### config.mk
export PLATFORM = sky130hd
export DESIGN_NAME = pc_sequencer_flat
export DESIGN_NICKNAME = d
export VERILOG_FILES = /design/src/rtl/pc_seq_pkg.sv /design/src/rtl/pc_sequencer_if.sv /design/src/rtl/pc_ras.sv /design/src/rtl/pc_sequencer.sv /design/src/flat_wrapper.sv
export SDC_FILE = /design/constraint.sdc
export NUM_CORES = 1
export LEC_CHECK = 0
export CORE_MARGIN = 10
export CORE_UTILIZATION = 38
export CTS_BUF_LIST = sky130_fd_sc_hd__clkbuf_16
export CTS_CLUSTER_DIAMETER = 50
export DETAILED_ROUTE_END_ITERATION = 10
export PLACE_DENSITY_LB_ADDON = 0.05
export SETUP_SLACK_MARGIN = 0.3
export SLEW_MARGIN = 20
export SYNTH_ARGS = -nofsm -noshare
export SYNTH_HDL_FRONTEND = slang
export SYNTH_SLANG_ARGS = --single-unit
### constraint.sdc
create_clock -name CLK -period 6 [get_ports CLK]
set_input_delay 1.2 -clock CLK [delete_from_list [all_inputs] [get_ports CLK]]
set_output_delay 1.2 -clock CLK [all_outputs]
set_load 0.005 [all_outputs]
### src/rtl/pc_seq_pkg.sv
// pc_seq_pkg: shared types for the program-counter sequencer.
package pc_seq_pkg;

  typedef enum logic [1:0] {IDLE, LOAD, RUN, HALTED} state_e;

  typedef enum logic [2:0] {ACT_HALT, ACT_RET, ACT_CALL, ACT_JMP, ACT_BR, ACT_INC} act_e;

  // One action per RUN cycle: halt > ret > call > jump > branch > increment.
  function automatic act_e sel_action(input logic halt, input logic ret,
                                      input logic call, input logic jump,
                                      input logic br);
    if (halt)      return ACT_HALT;
    else if (ret)  return ACT_RET;
    else if (call) return ACT_CALL;
    else if (jump) return ACT_JMP;
    else if (br)   return ACT_BR;
    else           return ACT_INC;
  endfunction

endpackage

### src/rtl/pc_sequencer_if.sv
// pc_sequencer_if: control inputs and fetch-address outputs of the sequencer.
// The performance counters exist only when PC_PERF_EN is defined.
interface pc_sequencer_if #(
  parameter int PC_W  = 10,
  parameter int OFF_W = 9,
  parameter int IDX_W = 2
);
  logic             init;
  logic             halt;
  logic             branch_en;
  logic             bSIGN;
  logic [OFF_W-1:0] bOFFSET;
  logic             jump_en;
  logic             call_en;
  logic             ret_en;
  logic [PC_W-1:0]  jump_addr;
  logic [PC_W-1:0]  PC;
  logic [IDX_W-1:0] prog_idx;
  logic             running;
  logic             done;
  logic             ras_err;
`ifdef PC_PERF_EN
  logic [31:0]      cyc_cnt;
  logic [31:0]      taken_cnt;
`endif

  // Controller side: drives control, observes the fetch address.
  modport master (
    output init, halt, branch_en, bSIGN, bOFFSET, jump_en, call_en, ret_en, jump_addr,
`ifdef PC_PERF_EN
    input  cyc_cnt, taken_cnt,
`endif
    input  PC, prog_idx, running, done, ras_err
  );

  // Sequencer side.
  modport slave (
    input  init, halt, branch_en, bSIGN, bOFFSET, jump_en, call_en, ret_en, jump_addr,
`ifdef PC_PERF_EN
    output cyc_cnt, taken_cnt,
`endif
    output PC, prog_idx, running, done, ras_err
  );

endinterface

### src/rtl/pc_ras.sv
// pc_ras: small return-address stack; clr empties it in one cycle.
module pc_ras #(
  parameter int DEPTH = 4,
  parameter int W     = 10
) (
  input  logic         clk,
  input  logic         rst_n,
  input  logic         push,
  input  logic         pop,
  input  logic         clr,
  input  logic [W-1:0] din,
  output logic [W-1:0] top,
  output logic         full,
  output logic         empty
);
  localparam int AW = $clog2(DEPTH);
  localparam int CW = AW + 1;

  logic [W-1:0]  mem_q [DEPTH];
  logic [CW-1:0] sp_q, sp_d;

  assign full  = (sp_q == CW'(DEPTH));
  assign empty = (sp_q == '0);
  assign top   = mem_q[AW'(sp_q - CW'(1))];

  // Stack pointer update: clear beats push/pop; over/underflow is ignored here.
  always_comb begin
    sp_d = sp_q;
    if (clr)                sp_d = '0;
    else if (push && !full) sp_d = sp_q + CW'(1);
    else if (pop && !empty) sp_d = sp_q - CW'(1);
  end

  // Only the pointer is reset; entry contents are don't-care while unused.
  always_ff @(posedge clk or negedge rst_n) begin
    if (!rst_n) sp_q <= '0;
    else        sp_q <= sp_d;
  end

  // Write the pushed return address into the next free slot.
  always_ff @(posedge clk) begin
    if (push && !full && !clr) mem_q[sp_q[AW-1:0]] <= din;
  end

endmodule

### src/rtl/pc_sequencer.sv
// pc_sequencer: fetch PC with program select, branches, jumps, call/return
// and a halted state. Define PC_PERF_EN to add cyc_cnt/taken_cnt counters.
module pc_sequencer
  import pc_seq_pkg::*;
#(
  parameter int                          PC_W      = 10,
  parameter int                          OFF_W     = 9,
  parameter int                          NUM_PROGS = 3,
  parameter logic [NUM_PROGS*PC_W-1:0]   PROG_BASE = {10'd220, 10'd219, 10'd0},
  parameter int                          RAS_DEPTH = 4
) (
  input  logic           CLK,
  input  logic           RST_N,
  pc_sequencer_if.slave  bus
);
  localparam int IDX_W = (NUM_PROGS > 1) ? $clog2(NUM_PROGS) : 1;

  state_e            state_q, state_d;
  logic [PC_W-1:0]   pc_q, pc_d;
  logic [IDX_W-1:0]  idx_q, idx_d;
  logic              init_q, init_d;
  logic              first_load_q, first_load_d;
  logic              ras_err_q, ras_err_d;
  logic              running_q, running_d;
  logic              done_q, done_d;

  logic              ras_push, ras_pop, ras_clr;
  logic              ras_full, ras_empty;
  logic [PC_W-1:0]   ras_top, pc_inc, br_off;
  act_e              act;

  assign pc_inc = pc_q + PC_W'(1);
  assign br_off = PC_W'(bus.bOFFSET);
  assign act    = sel_action(bus.halt, bus.ret_en, bus.call_en, bus.jump_en, bus.branch_en);

  pc_ras #(.DEPTH(RAS_DEPTH), .W(PC_W)) u_ras (
    .clk   (CLK),
    .rst_n (RST_N),
    .push  (ras_push),
    .pop   (ras_pop),
    .clr   (ras_clr),
    .din   (pc_inc),
    .top   (ras_top),
    .full  (ras_full),
    .empty (ras_empty)
  );

  // Next-state, next-PC and RAS control; init overrides every state and action.
  always_comb begin
    state_d      = state_q;
    pc_d         = pc_q;
    idx_d        = idx_q;
    first_load_d = first_load_q;
    ras_err_d    = ras_err_q;
    init_d       = bus.init;
    ras_push     = 1'b0;
    ras_pop      = 1'b0;
    ras_clr      = 1'b0;
    if (bus.init) begin
      state_d   = LOAD;
      ras_clr   = 1'b1;
      ras_err_d = 1'b0;
      if (!init_q) begin
        if (first_load_q)                          first_load_d = 1'b0;
        else if (idx_q != IDX_W'(NUM_PROGS - 1))   idx_d = idx_q + IDX_W'(1);
      end
      pc_d = PROG_BASE[int'(idx_d)*PC_W +: PC_W];
    end else begin
      case (state_q)
        LOAD: state_d = RUN;
        RUN: begin
          case (act)
            ACT_HALT: state_d = HALTED;
            ACT_RET: begin
              if (ras_empty) begin
                ras_err_d = 1'b1;
                pc_d      = pc_inc;
              end else begin
                ras_pop = 1'b1;
                pc_d    = ras_top;
              end
            end
            ACT_CALL: begin
              if (ras_full) ras_err_d = 1'b1;
              else          ras_push  = 1'b1;
              pc_d = bus.jump_addr;
            end
            ACT_JMP: pc_d = bus.jump_addr;
            ACT_BR:  pc_d = bus.bSIGN ? (pc_q - br_off) : (pc_q + br_off);
            default: pc_d = pc_inc;
          endcase
        end
        default: ;
      endcase
    end
    running_d = (state_d == RUN);
    done_d    = (state_d == HALTED);
  end

  // Sequencer state registers; outputs are registered copies of the next state.
  always_ff @(posedge CLK or negedge RST_N) begin
    if (!RST_N) begin
      state_q      <= IDLE;
      pc_q         <= PROG_BASE[PC_W-1:0];
      idx_q        <= '0;
      init_q       <= 1'b0;
      first_load_q <= 1'b1;
      ras_err_q    <= 1'b0;
      running_q    <= 1'b0;
      done_q       <= 1'b0;
    end else begin
      state_q      <= state_d;
      pc_q         <= pc_d;
      idx_q        <= idx_d;
      init_q       <= init_d;
      first_load_q <= first_load_d;
      ras_err_q    <= ras_err_d;
      running_q    <= running_d;
      done_q       <= done_d;
    end
  end

  assign bus.PC       = pc_q;
  assign bus.prog_idx = idx_q;
  assign bus.running  = running_q;
  assign bus.done     = done_q;
  assign bus.ras_err  = ras_err_q;

`ifdef PC_PERF_EN
  logic [31:0] cyc_q, cyc_d, taken_q, taken_d;
  logic        taken;

  // Flow change: any ret that actually pops, any call/jump/branch.
  assign taken = (state_q == RUN) &&
                 ((act == ACT_RET && !ras_empty) || act == ACT_CALL ||
                  act == ACT_JMP || act == ACT_BR);

  // Saturating counters, cleared on entry to LOAD.
  always_comb begin
    cyc_d   = cyc_q;
    taken_d = taken_q;
    if (bus.init) begin
      cyc_d   = '0;
      taken_d = '0;
    end else begin
      if (state_q == RUN && cyc_q != '1)   cyc_d   = cyc_q + 32'd1;
      if (taken && taken_q != '1)          taken_d = taken_q + 32'd1;
    end
  end

  // Counter registers.
  always_ff @(posedge CLK or negedge RST_N) begin
    if (!RST_N) begin
      cyc_q   <= '0;
      taken_q <= '0;
    end else begin
      cyc_q   <= cyc_d;
      taken_q <= taken_d;
    end
  end

  assign bus.cyc_cnt   = cyc_q;
  assign bus.taken_cnt = taken_q;
`endif

endmodule

### src/flat_wrapper.sv
// flat-port wrapper written by rule: the top's interface ports become plain ports
module pc_sequencer_flat import pc_seq_pkg::*;
#(
  parameter int                          PC_W      = 10,
  parameter int                          OFF_W     = 9,
  parameter int                          NUM_PROGS = 3,
  parameter logic [NUM_PROGS*PC_W-1:0]   PROG_BASE = {10'd220, 10'd219, 10'd0},
  parameter int                          RAS_DEPTH = 4
)
  (CLK, RST_N, bus_init, bus_halt, bus_branch_en, bus_bSIGN, bus_bOFFSET, bus_jump_en, bus_call_en, bus_ret_en, bus_jump_addr, bus_PC, bus_prog_idx, bus_running, bus_done, bus_ras_err);
  pc_sequencer_if #(.PC_W(PC_W), .OFF_W(OFF_W), .IDX_W(2)) bus_i ();
  input  logic CLK;
  input  logic RST_N;
  input wire logic [$bits(bus_i.init)-1:0] bus_init;
  input wire logic [$bits(bus_i.halt)-1:0] bus_halt;
  input wire logic [$bits(bus_i.branch_en)-1:0] bus_branch_en;
  input wire logic [$bits(bus_i.bSIGN)-1:0] bus_bSIGN;
  input wire logic [$bits(bus_i.bOFFSET)-1:0] bus_bOFFSET;
  input wire logic [$bits(bus_i.jump_en)-1:0] bus_jump_en;
  input wire logic [$bits(bus_i.call_en)-1:0] bus_call_en;
  input wire logic [$bits(bus_i.ret_en)-1:0] bus_ret_en;
  input wire logic [$bits(bus_i.jump_addr)-1:0] bus_jump_addr;
  output wire logic [$bits(bus_i.PC)-1:0] bus_PC;
  output wire logic [$bits(bus_i.prog_idx)-1:0] bus_prog_idx;
  output wire logic [$bits(bus_i.running)-1:0] bus_running;
  output wire logic [$bits(bus_i.done)-1:0] bus_done;
  output wire logic [$bits(bus_i.ras_err)-1:0] bus_ras_err;
  assign bus_i.init = bus_init;
  assign bus_i.halt = bus_halt;
  assign bus_i.branch_en = bus_branch_en;
  assign bus_i.bSIGN = bus_bSIGN;
  assign bus_i.bOFFSET = bus_bOFFSET;
  assign bus_i.jump_en = bus_jump_en;
  assign bus_i.call_en = bus_call_en;
  assign bus_i.ret_en = bus_ret_en;
  assign bus_i.jump_addr = bus_jump_addr;
  assign bus_PC = bus_i.PC;
  assign bus_prog_idx = bus_i.prog_idx;
  assign bus_running = bus_i.running;
  assign bus_done = bus_i.done;
  assign bus_ras_err = bus_i.ras_err;
  pc_sequencer #(.PC_W(PC_W), .OFF_W(OFF_W), .NUM_PROGS(NUM_PROGS), .PROG_BASE(PROG_BASE), .RAS_DEPTH(RAS_DEPTH)) u_core (.CLK(CLK), .RST_N(RST_N), .bus(bus_i));
endmodule
==> reports/metrics.cfg <==
[setup_path]
cpPeakStageDelay_ns = 0.55
crit_type = in -> reg
rrSetupSlack_ns = 2.96
end_kind = flip-flop
path_depth = 11
cp-endpoint = u_core.bus.PC[8]
worstReg2RegStart = u_core.u_ras.sp_q[0]
start_kind = input port
r2r_cells = 6
slowest_stage = clkdlybuf4s50_1
rr_endpoint = u_core.bus.PC[9]
cp_top_family = compound AO/OA/AOI/OAI gates
crit_chain = clkdlybuf4s50_1, inv_1, ha_1, mux2_2, fa_1, nor2b_1, o31a_1, a21oi_1, xnor2_1, a221oi_1, o31ai_1
cp-startpoint = bus_bOFFSET[0]
path_buf_inv = 2
cp.arrival_ns = 3.86
worst_ep_required_time_ns = 6.20
crit_path_max_fanout = 4

[cts]
clock_sink_count = 62
cts_root_buf = clkbuf_16
clock_latency_ns = 0.32
clk_path_buf_depth = 2
cts_tree = built
cts_made_buffers = 9
cts_hold_buf = 0
ctsResizeCount = 0
clk_pin_slew_ns = 0.06
cts_setup_buffers = 0
htree_levels = 3

[sta]
worstMarginPinSlew_ns = 0.812
slew_violations = 0
setup_viol = 0
setup_tns_ns = 0
fin_worst_skew_ns = 0.00617
setup_slack_ns = 2.34
finalCritPeriodShare_pct = 61.0
rsz0062_at_grt = false
holdWs_ns = 0.481
max_freq_mhz = 273
hold_viol = 0
min_period_ns = 3.66
slew_headroom_pct = 45.8

[synth]
yosys_warnings = 0
yosysMostFrequentCell = edfxtp_1
synth_area_um2 = 3610
ys_async_sr_fraction_pct = 35.5
synth_seq_cells = 62
synth_edf_count = 40
ys.flop_type = edfxtp_1
yosysSeqAreaShare_pct = 48.5
synth_cell_types = 56
postSynthCellCount = 307
ys_top_cells_by_area = edfxtp_1 33%, dfrtp_1 15%, ha_1 7.3%
post_synth.cell_area_avg_um2 = 11.8
synth_top_area_share_pct = 33.2
synth_top_area_cell = edfxtp_1
syn-num-nets = 357
synth_common_cells = 40 x edfxtp_1, 28 x nor2_1, 21 x dfrtp_1, 21 x ha_1, 18 x xnor2_1

[die]
initial_core_util_pct = 39.1
die_y_um = 118
dieArea_um2 = 13800
placementRows = 35
coreArea_um2 = 9240
die_x_um = 118
ios = 43

[grt]
grt_pass1_vias = 2619
overflow = 0
antenna_found_initial = 0
grtUsageTotal_pct = 13.1
grt_max_degree = 34
grt_pass1_wl_um = 14600

[pwr]
powerDensity_nw_per_um2 = 360
vdd.ir_drop.worst_mv = 0.166
static-leakage-power_nw = 1.65

[detailed_routing]
via_count = 2556
route.detailed.drc = 0
drtIter0Drc = 148
ant_nets = 0
routed_wl_um = 9000
wl_per_cell_um = 18.5
drt-pass1-iter-count = 4
viasPerCell = 5.26

[job]
drv_cap = 0

[final_layout]
fin_util_pct = 48.5
diodes = 0
syn2layout_area_growth_pct = 23.9
layout-drive-gt1-share_pct = 12.3
nNetsFinal = 402

[placement]
place_ws_ns = 2.01
numPortBuffers = 42
post-dp-hpwl_um = 6770
gp_congestion = 0.793

[status]
status = finished clean

[min_path]
hp-class = reg -> reg
hold_start = u_core.first_load_q

==> how the worst min path moves through the flow <==
stage                           to  slack (ns)  depth (start not counted)
2_1_floorplan  u_core.first_load_q        0.46                          1
3_3_place_gp   u_core.first_load_q        0.47                          1
3_5_place_dp   u_core.first_load_q        0.48                          1
4_1_cts        u_core.first_load_q        0.49                          1
5_1_grt        u_core.first_load_q        0.49                          1
6_report       u_core.first_load_q        0.48                          1
==> flip-flops by register name, summed over array words and instances (netlist names) <==
register and flops:
u_core.bus.ras_err 1, u_core.init_q 1, u_core.first_load_q 1, u_core.bus.running 1, u_core.u_ras.sp_q 3, u_core.state_q 2
u_core.bus.done 1, u_core.bus.prog_idx 2, u_core.bus.PC 10, u_core.u_ras.mem_q 40
==> through the flow <==
stage	cell area, um2	power [mW]	std cells
floorplan	3610	0.871	307
global placement	4160	1.06	470
detailed placement	4160	1.07	470
CTS	4480	1.63	486
global route	4480	1.70	486
finish	4480	1.61	486
==> worst reg2reg max path, stage by stage (launching register included) <==
cell      delay [ns]
dfrtp_1         0.87
inv_1           0.20
ha_1            0.70
mux4_2          0.41
a221oi_1        0.42
a211oi_1        0.16
a21o_1          0.17
==> report_power, final <==
part / switching [mW] / leakage (nW) / total, mW / internal (mW)
Combinational: 0.245 / 0.864 / 0.467 / 0.222
Clock: 0.195 / 0.152 / 0.560 / 0.365
Sequential: 0.0654 / 0.636 / 0.585 / 0.520
Total: 0.506 / 1.65 / 1.61 / 1.11
==> layout make-up <==
type / instances / area (um2)
inverters: 16 / 60.1
repair buffers: 44 / 430
clock buffers: 9 / 225
multi-input cells: 219 / 1750
flip-flops and latches: 62 / 1750
clock inverters: 7 / 97.6
well taps: 129 / 161
fillers: 847 / 4760
==> layer usage <==
layer	routed length (um)	track usage, %	vias to the layer above
met5	0	0	-
li1	-	-	1249
met3	510	3.55	6
met1	4370	18.1	1238
met4	77	3.48	0
met2	4040	19.8	63
==> cell families (layout without fill, tap and decap cells) <==
logic type / Yosys count / in the layout / share of synthesized area (%)
AOI/OAI and AO/OA: 73 / 73 / 14.1
and+or+nand+nor: 89 / 89 / 14.1
DFF: 62 / 62 / 48.5
adders and majority gates: 22 / 22 / 7.82
muxes: 14 / 14 / 7.37
buffers and inverters: 26 / 76 / 3.08
xor gates and xnor gates: 21 / 21 / 5.09
==> layout by cell type, fill, tap and decap left out, types with 5 or more instances in the layout <==
master,instances
a21oi_1,17
clkbuf_16,9
mux4_2,10
clkdlybuf4s50_1,41
a221o_1,5
a221oi_1,8
o21ai_1,10
xnor2_1,18
ha_1,21
dfrtp_1,21
o21ai_0,5
nor3_1,10
nor2_1,28
inv_1,15
edfxtp_1,40
nand2_1,12
nand2b_1,6
nor2b_1,6
(Power assumes the default switching activity.)
==> patch: new RTL, config.mk and constraints unchanged <==
Encoding of `state_e`: now one-hot (4 bits for 4 states).
--- a/src/rtl/pc_seq_pkg.sv
+++ b/src/rtl/pc_seq_pkg.sv
@@ -1,7 +1,7 @@
 // pc_seq_pkg: shared types for the program-counter sequencer.
 package pc_seq_pkg;
 
-  typedef enum logic [1:0] {IDLE, LOAD, RUN, HALTED} state_e;
+  typedef enum logic [3:0] {IDLE = 4'b0001, LOAD = 4'b0010, RUN = 4'b0100, HALTED = 4'b1000} state_e;
 
   typedef enum logic [2:0] {ACT_HALT, ACT_RET, ACT_CALL, ACT_JMP, ACT_BR, ACT_INC} act_e;
 
Function: same outputs for any inputs over 10 cycles, from zero or initial values and one cycle with RST_N low; not proved beyond that.
==> patch against the original RTL <==
Die area is 1.8% higher. Total power is 1.1% lower. Worst setup slack worse by 130 ps. Utilization decreased by 0.20 points. Design area rose by 1.0%. Sequential power rose by 0.7%. Routed wire length shrank 0.23%. Synthesized cell count grew 2.6%. Area after synthesis is 2.1% higher. Sequential cell count is 2 higher. Critical endpoint is now u_core.bus.PC[9]. Largest cell class unchanged. Largest power group unchanged. Highest routed layer unchanged.
==> patch: results (changes against the original RTL) <==
* Synth Area in XOR/XNOR at 0.0542 (was 0.0509)
* Crit path largest cell delay at 480 ps (was 550 ps)
* Syn nets at 363 (was 357)
* DR vias at 2,646 (was 2,556)
* Non-Filler Instances at 494 (was 486)
* Worst endpoint data arrival time at 4000 ps (was 3860 ps)
* First-pass GRT wire length at 14,800 um (was 14,600 um)
* Leak Pwr at 1.68 nW (was 1.65 nW)
* 1st-iter DRT viols at 170 (was 148)
* Crit path time final at 3790 ps (was 3660 ps)
* Sequential share of the synthesized area at 0.489 (was 0.485)
* Placed cell count at 478 (was 470)
* Detailed Route WL at 8980 um (was 9000 um)
* Mux share of post-synthesis cell area at 0.0756 (was 0.0737)
* Worst-margin pin slew at 917 ps (was 812 ps)
* Complex-gate fraction of the synthesized area at 0.145 (was 0.141)
* Worst-path fanout max at 5 (was 4)
* Cells after Synth at 315 (was 307)
* Post-synth ARST share at 0.375 (was 0.355)
* Post-synth top cells: edfxtp_1, nor2_1, dfrtp_1 (was edfxtp_1, nor2_1, dfrtp_1, ha_1, xnor2_1)
* Status: finished, final reports clean (unchanged)
* Post-place setup slack at 1830 ps (was 2010 ps)
* DPL Wire Length at 6660 um (was 6770 um)
* PortBufs at 42 (unchanged)
* Worst hold path class: reg -> reg (unchanged)
* Crit path max-delay family: compound AO/OA/AOI/OAI gates (unchanged)
* Residual DRC at 0 (unchanged)
* Hold WS at 484 ps (was 481 ps)
* RePlAce Congestion at 0.792 (was 0.793)
* Post-DP Area at 4240 sq um (was 4160 sq um)
* Adder-Cell Fraction of Synth Area at 0.0698 (was 0.0782)
* Share of layout cells above drive strength 1 at 0.110 (was 0.123)
* Max IR drop VDD at 0.000228 V (was 0.000166 V)
* Reg2reg path depth at 7 (was 6)
* Largest net degree at the start of global routing at 26 (was 34)
* Peak Freq at 0.264 GHz (was 0.273 GHz)
* Vias in the first global route at 2,715 (was 2,619)
* Nets at 408 (was 402)
* Clock skew at 3.92 ps (was 6.17 ps)
* Setup slack, reg-to-reg at 2920 ps (was 2960 ps)
* Top cells by area, synth: edfxtp_1, dfrtp_1, ha_1 (unchanged)
* GRT Util Overall at 0.131 (about the same)
* YS warnings at 0 (unchanged)
* Netlist cell types at 60 (was 56)
* Max reg flops at 40 (unchanged)
patch: path summary, 6_finish.rpt:
kind,endpoint,start
worst min register to register,u_core.first_load_q,u_core.first_load_q
worst max register to register,u_core.bus.PC[7],u_core.u_ras.sp_q[0]
min in group asynchronous,u_core.u_ras.sp_q[0],RST_N
max in group asynchronous,u_core.first_load_q,RST_N
worst min-delay path,u_core.first_load_q,u_core.first_load_q
worst max-delay path,u_core.bus.PC[9],bus_bOFFSET[2]
patch: kinds of logic (layout without fill, tap and decap cells):
kind of cell    after synthesis  in the layout
compound gates               79             79
fa+ha+maj                    20             20
mux                          15             15
buf+inv                      25             75
flops                        64             64
xor+xnor                     22             22
simple gates                 90             90
patch: area by class of cell:
type | instances | area [sq um]
Clock buffer | 9 | 225
Clock inverter | 7 | 62.6
Fill cell | 876 | 4850
Inverter | 16 | 60.1
Multi-Input combinational cell | 226 | 1780
Sequential cell | 64 | 1800
Tap cell | 129 | 161
Timing Repair Buffer | 43 | 428
patch: report_power, final:
group	leakage, nW	switching [W]	internal, W
logic	0.870	0.000257	0.000245
clock network	0.138	0.000186	0.000317
registers	0.669	0.0000609	0.000528
total	1.68	0.000504	0.00109
patch: per-layer routing:
layer,up-vias,track usage,share of wire
li1,1285,-,-
met1,1309,0.176,0.48
met2,48,0.197,0.46
met3,4,0.0457,0.049
met4,0,0.0275,0.0037
met5,-,0,0
patch: worst reg2reg max path, delay by kind of cell, from the launching register on:
family,cells,cell delay [ps]
buffers and inverters,1,200
muxes,1,400
AOI/OAI and AO/OA,4,790
DFF,1,870
adders and majority gates,1,690
